`src/rtl/fc_pkg.sv`:
```
// Shared constants and types for the flow-control response generator:
// CHDR type codes, header field positions, FSM encodings and the FC header builder.
package fc_pkg;

   localparam logic [1:0]  CHDR_TYPE_DATA = 2'b00;
   localparam logic [1:0]  CHDR_TYPE_FC   = 2'b01;

   localparam int          HDR_TYPE_MSB   = 63;
   localparam int          HDR_TYPE_LSB   = 62;
   localparam int          HDR_SID_MSB    = 31;
   localparam int          HDR_SID_LSB    = 0;

   localparam logic [15:0] FC_PKT_LEN     = 16'd16;

   typedef enum logic [1:0] {
      ST_IDLE = 2'd0,
      ST_HEAD = 2'd1,
      ST_BODY = 2'd2
   } fc_state_e;

   // SID halves are swapped so the ack is addressed back to the original source.
   function automatic logic [63:0] fc_header(input logic [11:0] seqnum, input logic [31:0] sid);
      return {CHDR_TYPE_FC, 1'b0, 1'b0, seqnum, FC_PKT_LEN, sid[15:0], sid[31:16]};
   endfunction

endpackage

```
`src/rtl/fc_response_gen_tracker.sv`:
```
// CHDR packet tracker: first-line flag, data-packet flag, SID capture and an
// end-of-data-packet strobe for the flow-control responder.
module chdr_pkt_tracker
   import fc_pkg::*;
(
   input  logic        clk,
   input  logic        rst,
   input  logic        clr_i,
   input  logic        beat_i,
   input  logic [63:0] tdata_i,
   input  logic        tlast_i,
   output logic [31:0] sid_o,
   output logic        data_eop_o
);

   logic        first_line_q, first_line_d;
   logic        is_data_q, is_data_d;
   logic [31:0] sid_q, sid_d;
   logic        hdr_is_data;
   logic        cur_is_data;
   logic [29:0] unused_hdr;

   assign unused_hdr  = tdata_i[61:32];
   assign hdr_is_data = (tdata_i[HDR_TYPE_MSB:HDR_TYPE_LSB] == CHDR_TYPE_DATA);
   // One-beat packets end on their header, so the type must be taken live there.
   assign cur_is_data = first_line_q ? hdr_is_data : is_data_q;
   assign data_eop_o  = beat_i & tlast_i & cur_is_data;
   assign sid_o       = sid_q;

   always_comb begin
      first_line_d = first_line_q;
      is_data_d    = is_data_q;
      sid_d        = sid_q;
      if (beat_i) begin
         first_line_d = tlast_i;
         if (first_line_q) begin
            is_data_d = hdr_is_data;
            sid_d     = tdata_i[HDR_SID_MSB:HDR_SID_LSB];
         end
      end
   end

   always_ff @(posedge clk or posedge rst) begin
      if (rst) begin
         first_line_q <= 1'b1;
         is_data_q    <= 1'b0;
         sid_q        <= '0;
      end else if (clr_i) begin
         first_line_q <= 1'b1;
         is_data_q    <= 1'b0;
         sid_q        <= '0;
      end else begin
         first_line_q <= first_line_d;
         is_data_q    <= is_data_d;
         sid_q        <= sid_d;
      end
   end

endmodule

```
`src/rtl/setting_reg.sv`:
```
// Single settings-bus register: loads data_i when strobe_i hits MY_ADDR.
// Cleared to AT_RESET by async rst or synchronous clr_i.
module setting_reg #(
   parameter logic [7:0] MY_ADDR  = 8'd0,
   parameter int         WIDTH    = 32,
   parameter logic [WIDTH-1:0] AT_RESET = '0
) (
   input  logic             clk,
   input  logic             rst,
   input  logic             clr_i,
   input  logic             strobe_i,
   input  logic [7:0]       addr_i,
   input  logic [31:0]      data_i,
   output logic [WIDTH-1:0] out_o
);

   logic [WIDTH-1:0] out_q;
   logic [31:0]      unused_data;

   assign unused_data = data_i;
   assign out_o       = out_q;

   always_ff @(posedge clk or posedge rst) begin
      if (rst) begin
         out_q <= AT_RESET;
      end else if (clr_i) begin
         out_q <= AT_RESET;
      end else if (strobe_i && (addr_i == MY_ADDR)) begin
         out_q <= data_i[WIDTH-1:0];
      end
   end

endmodule

```
`src/rtl/fc_response_gen.sv`:
```
// Sink-side flow-control responder: passes CHDR through and emits a 2-line FC ack
// after a threshold of consumed data packets. FC_RESP_CYCLE_TIMER_EN adds an idle-timer trigger.
//
//  state | meaning
//  IDLE  | evaluate pending; latch snapshot of consumed on exit
//  HEAD  | present FC header line
//  BODY  | present FC body (snap - 1); commit last_reported on handshake
module fc_response_gen
   import fc_pkg::*;
#(
   parameter logic [7:0] SR_FC_RESP_PKTS   = 8'd0,
   parameter logic [7:0] SR_FC_RESP_CYCLES = 8'd1
) (
   input  logic        clk,
   input  logic        reset,
   input  logic        clear,
   input  logic        set_stb,
   input  logic [7:0]  set_addr,
   input  logic [31:0] set_data,
   input  logic [63:0] in_tdata,
   input  logic        in_tlast,
   input  logic        in_tvalid,
   output logic        in_tready,
   output logic [63:0] out_tdata,
   output logic        out_tlast,
   output logic        out_tvalid,
   input  logic        out_tready,
   output logic [63:0] fc_tdata,
   output logic        fc_tlast,
   output logic        fc_tvalid,
   input  logic        fc_tready,
   output logic [31:0] debug
);

   fc_state_e   state_q, state_d;
   logic [31:0] consumed_q, consumed_d;
   logic [31:0] last_reported_q, last_reported_d;
   logic [31:0] snap_q, snap_d;
   logic [31:0] fc_sid_q, fc_sid_d;
   logic [11:0] fc_seqnum_q, fc_seqnum_d;
   logic [15:0] pkts_per_ack;
   logic [31:0] sid;
   logic [31:0] outstanding;
   logic        data_eop;
   logic        count_hit;
   logic        timer_hit;
   logic        pending;
   logic        fc_done;

   assign out_tdata  = in_tdata;
   assign out_tlast  = in_tlast;
   assign out_tvalid = in_tvalid;
   assign in_tready  = out_tready;

   chdr_pkt_tracker u_tracker (
      .clk        (clk),
      .rst        (reset),
      .clr_i      (clear),
      .beat_i     (in_tvalid & out_tready),
      .tdata_i    (in_tdata),
      .tlast_i    (in_tlast),
      .sid_o      (sid),
      .data_eop_o (data_eop)
   );

   setting_reg #(.MY_ADDR(SR_FC_RESP_PKTS), .WIDTH(16)) u_pkts_reg (
      .clk      (clk),
      .rst      (reset),
      .clr_i    (clear),
      .strobe_i (set_stb),
      .addr_i   (set_addr),
      .data_i   (set_data),
      .out_o    (pkts_per_ack)
   );

   // Modular subtraction keeps the comparison valid across consumed wrapping.
   assign outstanding = consumed_q - last_reported_q;
   assign count_hit   = (pkts_per_ack != 16'd0) && (outstanding >= {16'd0, pkts_per_ack});
   assign pending     = count_hit | timer_hit;
   assign fc_done     = (state_q == ST_BODY) && fc_tready;

`ifdef FC_RESP_CYCLE_TIMER_EN
   logic [31:0] cycles_per_ack;
   logic [31:0] timer_q, timer_d;

   setting_reg #(.MY_ADDR(SR_FC_RESP_CYCLES), .WIDTH(32)) u_cycles_reg (
      .clk      (clk),
      .rst      (reset),
      .clr_i    (clear),
      .strobe_i (set_stb),
      .addr_i   (set_addr),
      .data_i   (set_data),
      .out_o    (cycles_per_ack)
   );

   assign timer_hit = (cycles_per_ack != 32'd0) && (timer_q >= cycles_per_ack);

   always_comb begin
      timer_d = timer_q;
      if (fc_done) begin
         timer_d = '0;
      end else if ((consumed_q != last_reported_q) && !timer_hit) begin
         timer_d = timer_q + 32'd1;
      end
   end

   always_ff @(posedge clk or posedge reset) begin
      if (reset) begin
         timer_q <= '0;
      end else if (clear) begin
         timer_q <= '0;
      end else begin
         timer_q <= timer_d;
      end
   end
`else
   localparam logic [7:0] cycles_addr_unused = SR_FC_RESP_CYCLES;
   assign timer_hit = 1'b0;
`endif

   always_comb begin
      state_d         = state_q;
      consumed_d      = consumed_q + {31'd0, data_eop};
      last_reported_d = last_reported_q;
      snap_d          = snap_q;
      fc_sid_d        = fc_sid_q;
      fc_seqnum_d     = fc_seqnum_q;
      fc_tvalid       = 1'b0;
      fc_tlast        = 1'b0;
      fc_tdata        = '0;
      case (state_q)
         ST_IDLE: begin
            if (pending) begin
               state_d  = ST_HEAD;
               snap_d   = consumed_q;
               fc_sid_d = sid;
            end
         end
         ST_HEAD: begin
            fc_tvalid = 1'b1;
            fc_tdata  = fc_header(fc_seqnum_q, fc_sid_q);
            if (fc_tready) begin
               state_d = ST_BODY;
            end
         end
         ST_BODY: begin
            fc_tvalid = 1'b1;
            fc_tlast  = 1'b1;
            fc_tdata  = {32'd0, snap_q - 32'd1};
            if (fc_tready) begin
               state_d         = ST_IDLE;
               last_reported_d = snap_q;
               fc_seqnum_d     = fc_seqnum_q + 12'd1;
            end
         end
         default: state_d = ST_IDLE;
      endcase
   end

   always_ff @(posedge clk or posedge reset) begin
      if (reset) begin
         state_q         <= ST_IDLE;
         consumed_q      <= '0;
         last_reported_q <= '0;
         snap_q          <= '0;
         fc_sid_q        <= '0;
         fc_seqnum_q     <= '0;
      end else if (clear) begin
         state_q         <= ST_IDLE;
         consumed_q      <= '0;
         last_reported_q <= '0;
         snap_q          <= '0;
         fc_sid_q        <= '0;
         fc_seqnum_q     <= '0;
      end else begin
         state_q         <= state_d;
         consumed_q      <= consumed_d;
         last_reported_q <= last_reported_d;
         snap_q          <= snap_d;
         fc_sid_q        <= fc_sid_d;
         fc_seqnum_q     <= fc_seqnum_d;
      end
   end

   assign debug = {state_q, pending, 1'b0, fc_seqnum_q[3:0], consumed_q[11:0], last_reported_q[11:0]};

endmodule
```
`config.mk`:
```
export PLATFORM = sky130hd
export DESIGN_NAME = fc_response_gen
export DESIGN_NICKNAME = d
export VERILOG_FILES = /design/src/rtl/fc_pkg.sv /design/src/rtl/fc_response_gen_tracker.sv /design/src/rtl/setting_reg.sv /design/src/rtl/fc_response_gen.sv
export SDC_FILE = /design/constraint.sdc
export NUM_CORES = 1
export LEC_CHECK = 0
export CORE_UTILIZATION = 50
export DETAILED_ROUTE_END_ITERATION = 6
export GPL_TIMING_DRIVEN = 0
export PLACE_DENSITY = 0.8
export SETUP_SLACK_MARGIN = 0.15
export SLEW_MARGIN = 30
export SYNTH_ARGS = -nofsm -noshare
export SYNTH_HDL_FRONTEND = slang
export SYNTH_SLANG_ARGS = --single-unit
```
`constraint.sdc`:
```
create_clock -name clk -period 18.4 [get_ports clk]
set_input_delay 2.76 -clock clk [delete_from_list [all_inputs] [get_ports clk]]
set_output_delay 2.76 -clock clk [all_outputs]
set_load 0.05 [all_outputs]
```
==> impl_metrics.toml, run 1 <==
[final_layout]
area_growth_pct = 25.0
final_nets = 1925
final_core_util_pct = 64.2
n_antenna_cell = 0
final_cell_mix = "clkdlybuf4s50_1 (211), nand2_1 (198), dfrtp_1 (191)"
drive_above_1_share_pct = 10.8
final_common_cell = "clkdlybuf4s50_1"

[synthesis]
synth-seq-cells = 192
netlist_instances = 1507
synth_compound_area_share_pct = 11.8
synth-main-ff-cell = "dfrtp_1"
synth_top_family_by_area = "simple AND/OR/NAND/NOR gates"
yosysWarnings = 0
synth_area_per_cell_sq_um = 8.62
synth_mux_area_share_pct = 6.78
synth_simple_gate_area_share_pct = 22.7
synth_edf_count = 0
syn_area_sq_mm = 0.0130
synth_xor_area_share_pct = 4.99
synth_cell_types = 73
synthArstFlopShare_pct = 100
yosysSeqAreaShare_pct = 37.0
synthAdderAreaFrac_pct = 5.45

[timing]
rsz0062_at_grt = "false"
slew_headroom_pct = 37.0
fmax_mhz = 111
post-route-period-util_pct = 49.2
setup-tns-final_ns = 0
final-max-slew-violation-count = 0
worst_slew_pin_slew_ns = 0.945
finalClockSkew_ns = 0.0182
hold_viol_final = 0
setup_viol = 0
min_period_ns = 9.05

[clock_tree]
hold_buffers = 0
cts_buffer_depth = 2
cts_buffers = 17
tritoncts = "built"
clk_latency_ns = 0.45
post_cts_resized = 0
path_clk_slew_ns = 0.07
post_cts.repair.setup_buffers = 0
ctsHtreeMaxLevel = 4
cts.sinks = 192
clock-root-buffer = "clkbuf_16"

[power]
p_clk_share_pct = 39.3
ir_drop_mv = 0.0533
pwr-share-seq_pct = 44.1
p_sw_share_pct = 28.8
comb_power_share_pct = 16.6
power.internal_mw = 0.693
p_sw_mw = 0.280
p_leak_nw = 7.27
powerDensity_mw_per_mm2 = 59.9

[drt]
vias_per_cell = 5.39
drc_errors = 0
drt_pass1_iterations = 5
drt-initial-drc-count = 733
antenna_left = 0
drt_wl_total_um = 35200
vias = 11300
wire_per_inst_um = 16.8

[floorplanning]
ios = 277
fp-row-count = 58
initial_core_util_pct = 51.3
core_area_sq_mm = 0.0253
die_x_um = 163
die-area_sq_mm = 0.0266
die_h_um = 163

[grt]
track_usage_pct = 27.2
antenna_found_initial = 0
grt_max_degree = 96
grt_pass1_wl_um = 56800
overflow = 0
grt_pass1_vias = 11200

[status]
status = "complete, no violations"

[worst_setup_path]
r2r_slack_ns = 12.74
crit_path_max_fanout = 4
r2r_cells = 23
required_ns = 15.64
crit_arrival_ns = 6.29
path_class = "flop to primary output"
cp-end-kind = "primary output"
reg2reg_from = "consumed_q[0]"
worstReg2RegEnd = "fc_sid_q[0]"
start_kind = "flop"

[min_path]
hp-class = "flop to flop"
hold_depth = 2
whs_endpoint = "u_tracker.sid_o[28]"
hp-start = "u_tracker.sid_o[28]"

[flow_run]
drv_cap = 0

[placed_design]
hpwl_um = 27600
place_congestion = 0.914
io_buffers = 211
power groups by stage:
stage / combinational (mW) / sequential [mW] / clock, mW
final: 0.161 / 0.429 / 0.383
after global placement: 0.158 / 0.438 / 0
after global routing: 0.171 / 0.430 / 0.403
after floorplan: 0.104 / 0.440 / 0
after CTS: 0.162 / 0.429 / 0.383
after detailed placement: 0.161 / 0.438 / 0
Yosys cell counts (19+ instances only):
library cell | count | area (sq um)
nand2_1 | 198 | 743
mux2i_1 | 85 | 851
nand2b_1 | 137 | 857
xnor2_1 | 40 | 350
dfrtp_1 | 191 | 4780
ha_1 | 55 | 688
inv_1 | 63 | 236
xor2_1 | 34 | 298
a21oi_1 | 92 | 460
o21ai_0 | 91 | 455
clkbuf_1 | 50 | 188
nor3_1 | 19 | 95.1
nor2_1 | 111 | 417
and3_1 | 21 | 131
nand3_1 | 26 | 130
buf_4 | 116 | 871
stage by stage:
stage                     setup WS [ns]  instances  area [sq um]  hold slack, ns  power (mW)
after floorplan                   10.41       1525         13100           0.487       0.544
after global placement             8.10       2066         15600           0.513       0.595
after detailed placement           9.71       2068         15700           0.517       0.599
after CTS                          9.23       2100         16300           0.527       0.975
after global routing               8.82       2100         16300           0.539        1.00
final                              9.35       2100         16300           0.524       0.974
flip-flops by register name (all words and copies together) (netlist names), 2 cells and up:
signal            flops
consumed_q           32
fc_sid_q             32
last_reported_q      32
snap_q               32
u_tracker.sid_o      32
u_pkts_reg.out_o     16
fc_seqnum_q          12
state_q               2
critical path, cell delays in order, from the launching register on:
cell and delay [ns]:
dfrtp_1 0.40, inv_1 0.06, ha_1 0.21, fa_1 0.42
nand2b_1 0.20, a21oi_2 0.20, o21bai_1 0.15, a211oi_1 0.34
nor2_1 0.11, o21ai_0 0.20, xor2_1 0.19, ha_1 0.26
a21o_1 0.18, a21oi_1 0.14, o21ai_0 0.09, a21oi_1 0.15
nor4b_1 0.29, o2111ai_1 0.22, or4_4 0.46, nor4_4 0.60
nor2_1 0.12, buf_4 0.16, clkdlybuf4s50_1 0.68
cell type report:
type                            instances  area (sq um)
Tap cell                              330           413
Buffer                                182          1230
Inverter                               63           244
Clock buffer                           18           429
Clock inverter                         14           170
Fill cell                            2149          9070
Timing Repair Buffer                  213          2170
Sequential cell                       192          4810
Multi-Input combinational cell       1088          6790
worst max path at each step:
stage                             from                   to  depth (start not counted)
detailed placement  last_reported_q[0]            debug[29]                         21
CTS                 last_reported_q[0]            debug[29]                         21
finish                   consumed_q[0]            debug[29]                         22
floorplan                        reset        consumed_q[0]                          1
global placement                 reset  last_reported_q[28]                          2
global route             consumed_q[0]            debug[29]                         22
routing by layer:
metal,part of all wire (%),global-route usage (%),vias to the layer above
li1,-,-,5471
met1,43,35.4,5392
met2,48,45.7,389
met3,5.6,3.78,68
met4,2.7,10.3,0
met5,0,0,-
kinds of logic after synthesis:
kind of cell,after synthesis
muxes,87
xor gates and xnor gates,74
adders and majority gates,56
DFF,192
buffers and inverters,245
and+or+nand+nor,592
AOI/OAI and AO/OA,260
other,1
(Power assumes the default switching activity.)
==> run 2, diff against run 1 <==
--- a/config.mk
+++ b/config.mk
@@ -5,10 +5,10 @@
 export SDC_FILE = /design/constraint.sdc
 export NUM_CORES = 1
 export LEC_CHECK = 0
-export CORE_UTILIZATION = 50
+export CORE_UTILIZATION = 47
 export DETAILED_ROUTE_END_ITERATION = 6
 export GPL_TIMING_DRIVEN = 0
-export PLACE_DENSITY = 0.8
+export PLACE_DENSITY = 0.79
 export SETUP_SLACK_MARGIN = 0.15
 export SLEW_MARGIN = 30
 export SYNTH_ARGS = -nofsm -noshare
==> constraint.sdc (replaced) <==
create_clock -name clk -period 7.7 [get_ports clk]
set_input_delay 1.155 -clock clk [delete_from_list [all_inputs] [get_ports clk]]
set_output_delay 1.155 -clock clk [all_outputs]
set_load 0.05 [all_outputs]
==> run 2 against run 1 <==
Non-clock buffer count rose by 2. Setup slack got worse by 8.7 ns. Critical path depth did not move. Sequential share of layout area fell by 0.077 points. Clock power rose by 140%. Wire length fell by 1.0%. Worst hold slack improved by 0.0056 ns. Utilization fell by 3.9 points. Cell count rose by 0.62%.
==> impl_metrics.toml, run 2 (synthesis gave the netlist of run 1 again) <==
[drt]
drt-initial-drc-count = 700
wire_per_inst_um = 16.5
drt_wl_total_um = 34900
vias_per_cell = 5.33
drt_pass1_iterations = 7
vias = 11300
antenna_left = 0
drc_errors = 0

[worst_setup_path]
cp_num_buf_inv = 3
max_stage_delay_ns = 0.48
cp_cell_sequence = "ha_1, fa_1, nand2b_1, a21oi_2, o21bai_1, a211oi_1, nor2_1, o21ai_0, xor2_1, ha_1, a21o_1, a21oi_1, o21ai_0, a21oi_1, nor4b_1, o2111ai_1, or4_4, nor4_4, buf_4, nor2_1, buf_4, dlymetal6s2s_1"
cp.depth = 22
reg2reg_from = "last_reported_q[0]"
crit_path_max_fanout = 3
worstReg2RegEnd = "fc_sid_q[12]"
cp-end-kind = "primary output"
crit_slowest_cell = "or4_4"
crit_arrival_ns = 5.84
start_kind = "flop"
path_class = "flop to primary output"
required_ns = 6.55
r2r_slack_ns = 1.98
r2r_cells = 24
crit_family = "compound AO/OA/AOI/OAI gates"

[min_path]
hold_depth = 2
hp-start = "u_tracker.sid_o[28]"
whs_endpoint = "u_tracker.sid_o[28]"
hp-class = "flop to flop"

[floorplanning]
core_area_sq_mm = 0.0270
fp-row-count = 60
ios = 277
die_x_um = 168
initial_core_util_pct = 48.1
die-area_sq_mm = 0.0283
die_h_um = 168

[clock_tree]
cts_buffer_depth = 2
clk_latency_ns = 0.44
hold_buffers = 0
path_clk_slew_ns = 0.07
tritoncts = "built"
clock-root-buffer = "clkbuf_16"
ctsHtreeMaxLevel = 4
cts_buffers = 17
cts.sinks = 192

[grt]
track_usage_pct = 24.8
grt_pass1_wl_um = 55900
grt_max_degree = 88
antenna_found_initial = 0
overflow = 0
grt_pass1_vias = 11100

[timing]
slew_headroom_pct = 40.6
final-max-slew-violation-count = 0
worst_slew_pin_slew_ns = 0.891
holdWs_ns = 0.530
hold_viol_final = 0
setup_viol = 0
finalClockSkew_ns = 0.0137
min_period_ns = 7.00
setup-tns-final_ns = 0
setup_slack_ns = 0.701
post-route-period-util_pct = 90.9
fmax_mhz = 143
rsz0062_at_grt = "false"

[final_layout]
n_fill_cell = 2342
post-route-cell-area_sq_mm = 0.0163
register_area_sq_mm = 0.00481
fin_cells = 2113
final_nets = 1927
final_common_cell = "clkdlybuf4s50_1"
area_growth_pct = 25.4
n_antenna_cell = 0
final_core_util_pct = 60.3
multi_input_area_sq_mm = 0.00679
final_cell_mix = "clkdlybuf4s50_1 (210), nand2_1 (198), dfrtp_1 (191)"
drive_above_1_share_pct = 10.9

[placed_design]
hpwl_um = 27500
dp_slack_ns = 0.532
place_area_sq_mm = 0.0157
io_buffers = 211
numPlacedInstances = 2079
place_congestion = 0.957

[power]
powerDensity_mw_per_mm2 = 143
fin_total_pwr_mw = 2.33
ir_drop_mv = 0.125
p_leak_nw = 7.31

[status]
status = "complete, no violations"

[flow_run]
drv_cap = 0
==> run 2: changes by cell type in the layout (fill, tap and decap cells not counted), moves of 2 or more <==
cell      previous run  this run
clkinv_4             3         0
inv_8                5         9
clkinv_8             0         2
buf_4              116       118
==> run 2: final cells by class <==
class | count | area share [%]
Buffer | 182 | 7.54
Clock buffer | 17 | 2.61
Clock inverter | 15 | 1.14
Inverter | 63 | 1.50
Multi-Input combinational cell | 1088 | 41.7
Sequential cell | 192 | 29.5
Tap cell | 341 | 2.62
Timing Repair Buffer | 215 | 13.4
==> run 2: how the worst max path moves through the flow <==
stage                          to               start  slack (ns)
CTS                     debug[29]       consumed_q[0]        0.21
detailed placement      debug[29]       consumed_q[0]        0.53
global route            debug[29]       consumed_q[0]        0.37
finish                  debug[29]  last_reported_q[0]        0.70
global placement       snap_q[30]               reset        -1.0
floorplan           consumed_q[0]               reset        1.32
==> run 2: tightest hold or removal path: cells and delay by family (launching register included) <==
kind	cells	cell delay (ns)
compound gates	1	0.05
flops	1	0.38
simple gates	1	0.06
==> run 2: timing repair <==
action | in CTS | in global routing
setup endpoints to repair | 1 | 1
gates resized for setup | 0 | 1
setup buffers | 0 | 2
gates cloned | 0 | 0
pin swaps | 1 | 1
==> run 2: power by group <==
part | switching, mW | internal (mW)
registers | 0.00775 | 1.02
logic | 0.237 | 0.147
clock network | 0.447 | 0.472
total | 0.691 | 1.64
==> run 2: routing by layer <==
layer	share of wire (%)	track usage, %	vias up	wire [um]
li1	-	-	5468	-
met1	43	31.2	5382	15000
met2	48	42.3	343	16900
met3	5.5	4.33	69	1900
met4	3.2	10.1	0	1120
met5	0	0	-	0
==> run 3, diff against run 2 <==
--- a/config.mk
+++ b/config.mk
@@ -6,6 +6,7 @@
 export NUM_CORES = 1
 export LEC_CHECK = 0
 export CORE_UTILIZATION = 47
+export CTS_BUF_LIST = sky130_fd_sc_hd__clkbuf_16
 export DETAILED_ROUTE_END_ITERATION = 6
 export GPL_TIMING_DRIVEN = 0
 export PLACE_DENSITY = 0.79
==> results of run 3 <==
No change in the layout: final DEF, timing and power equal those of run 2.
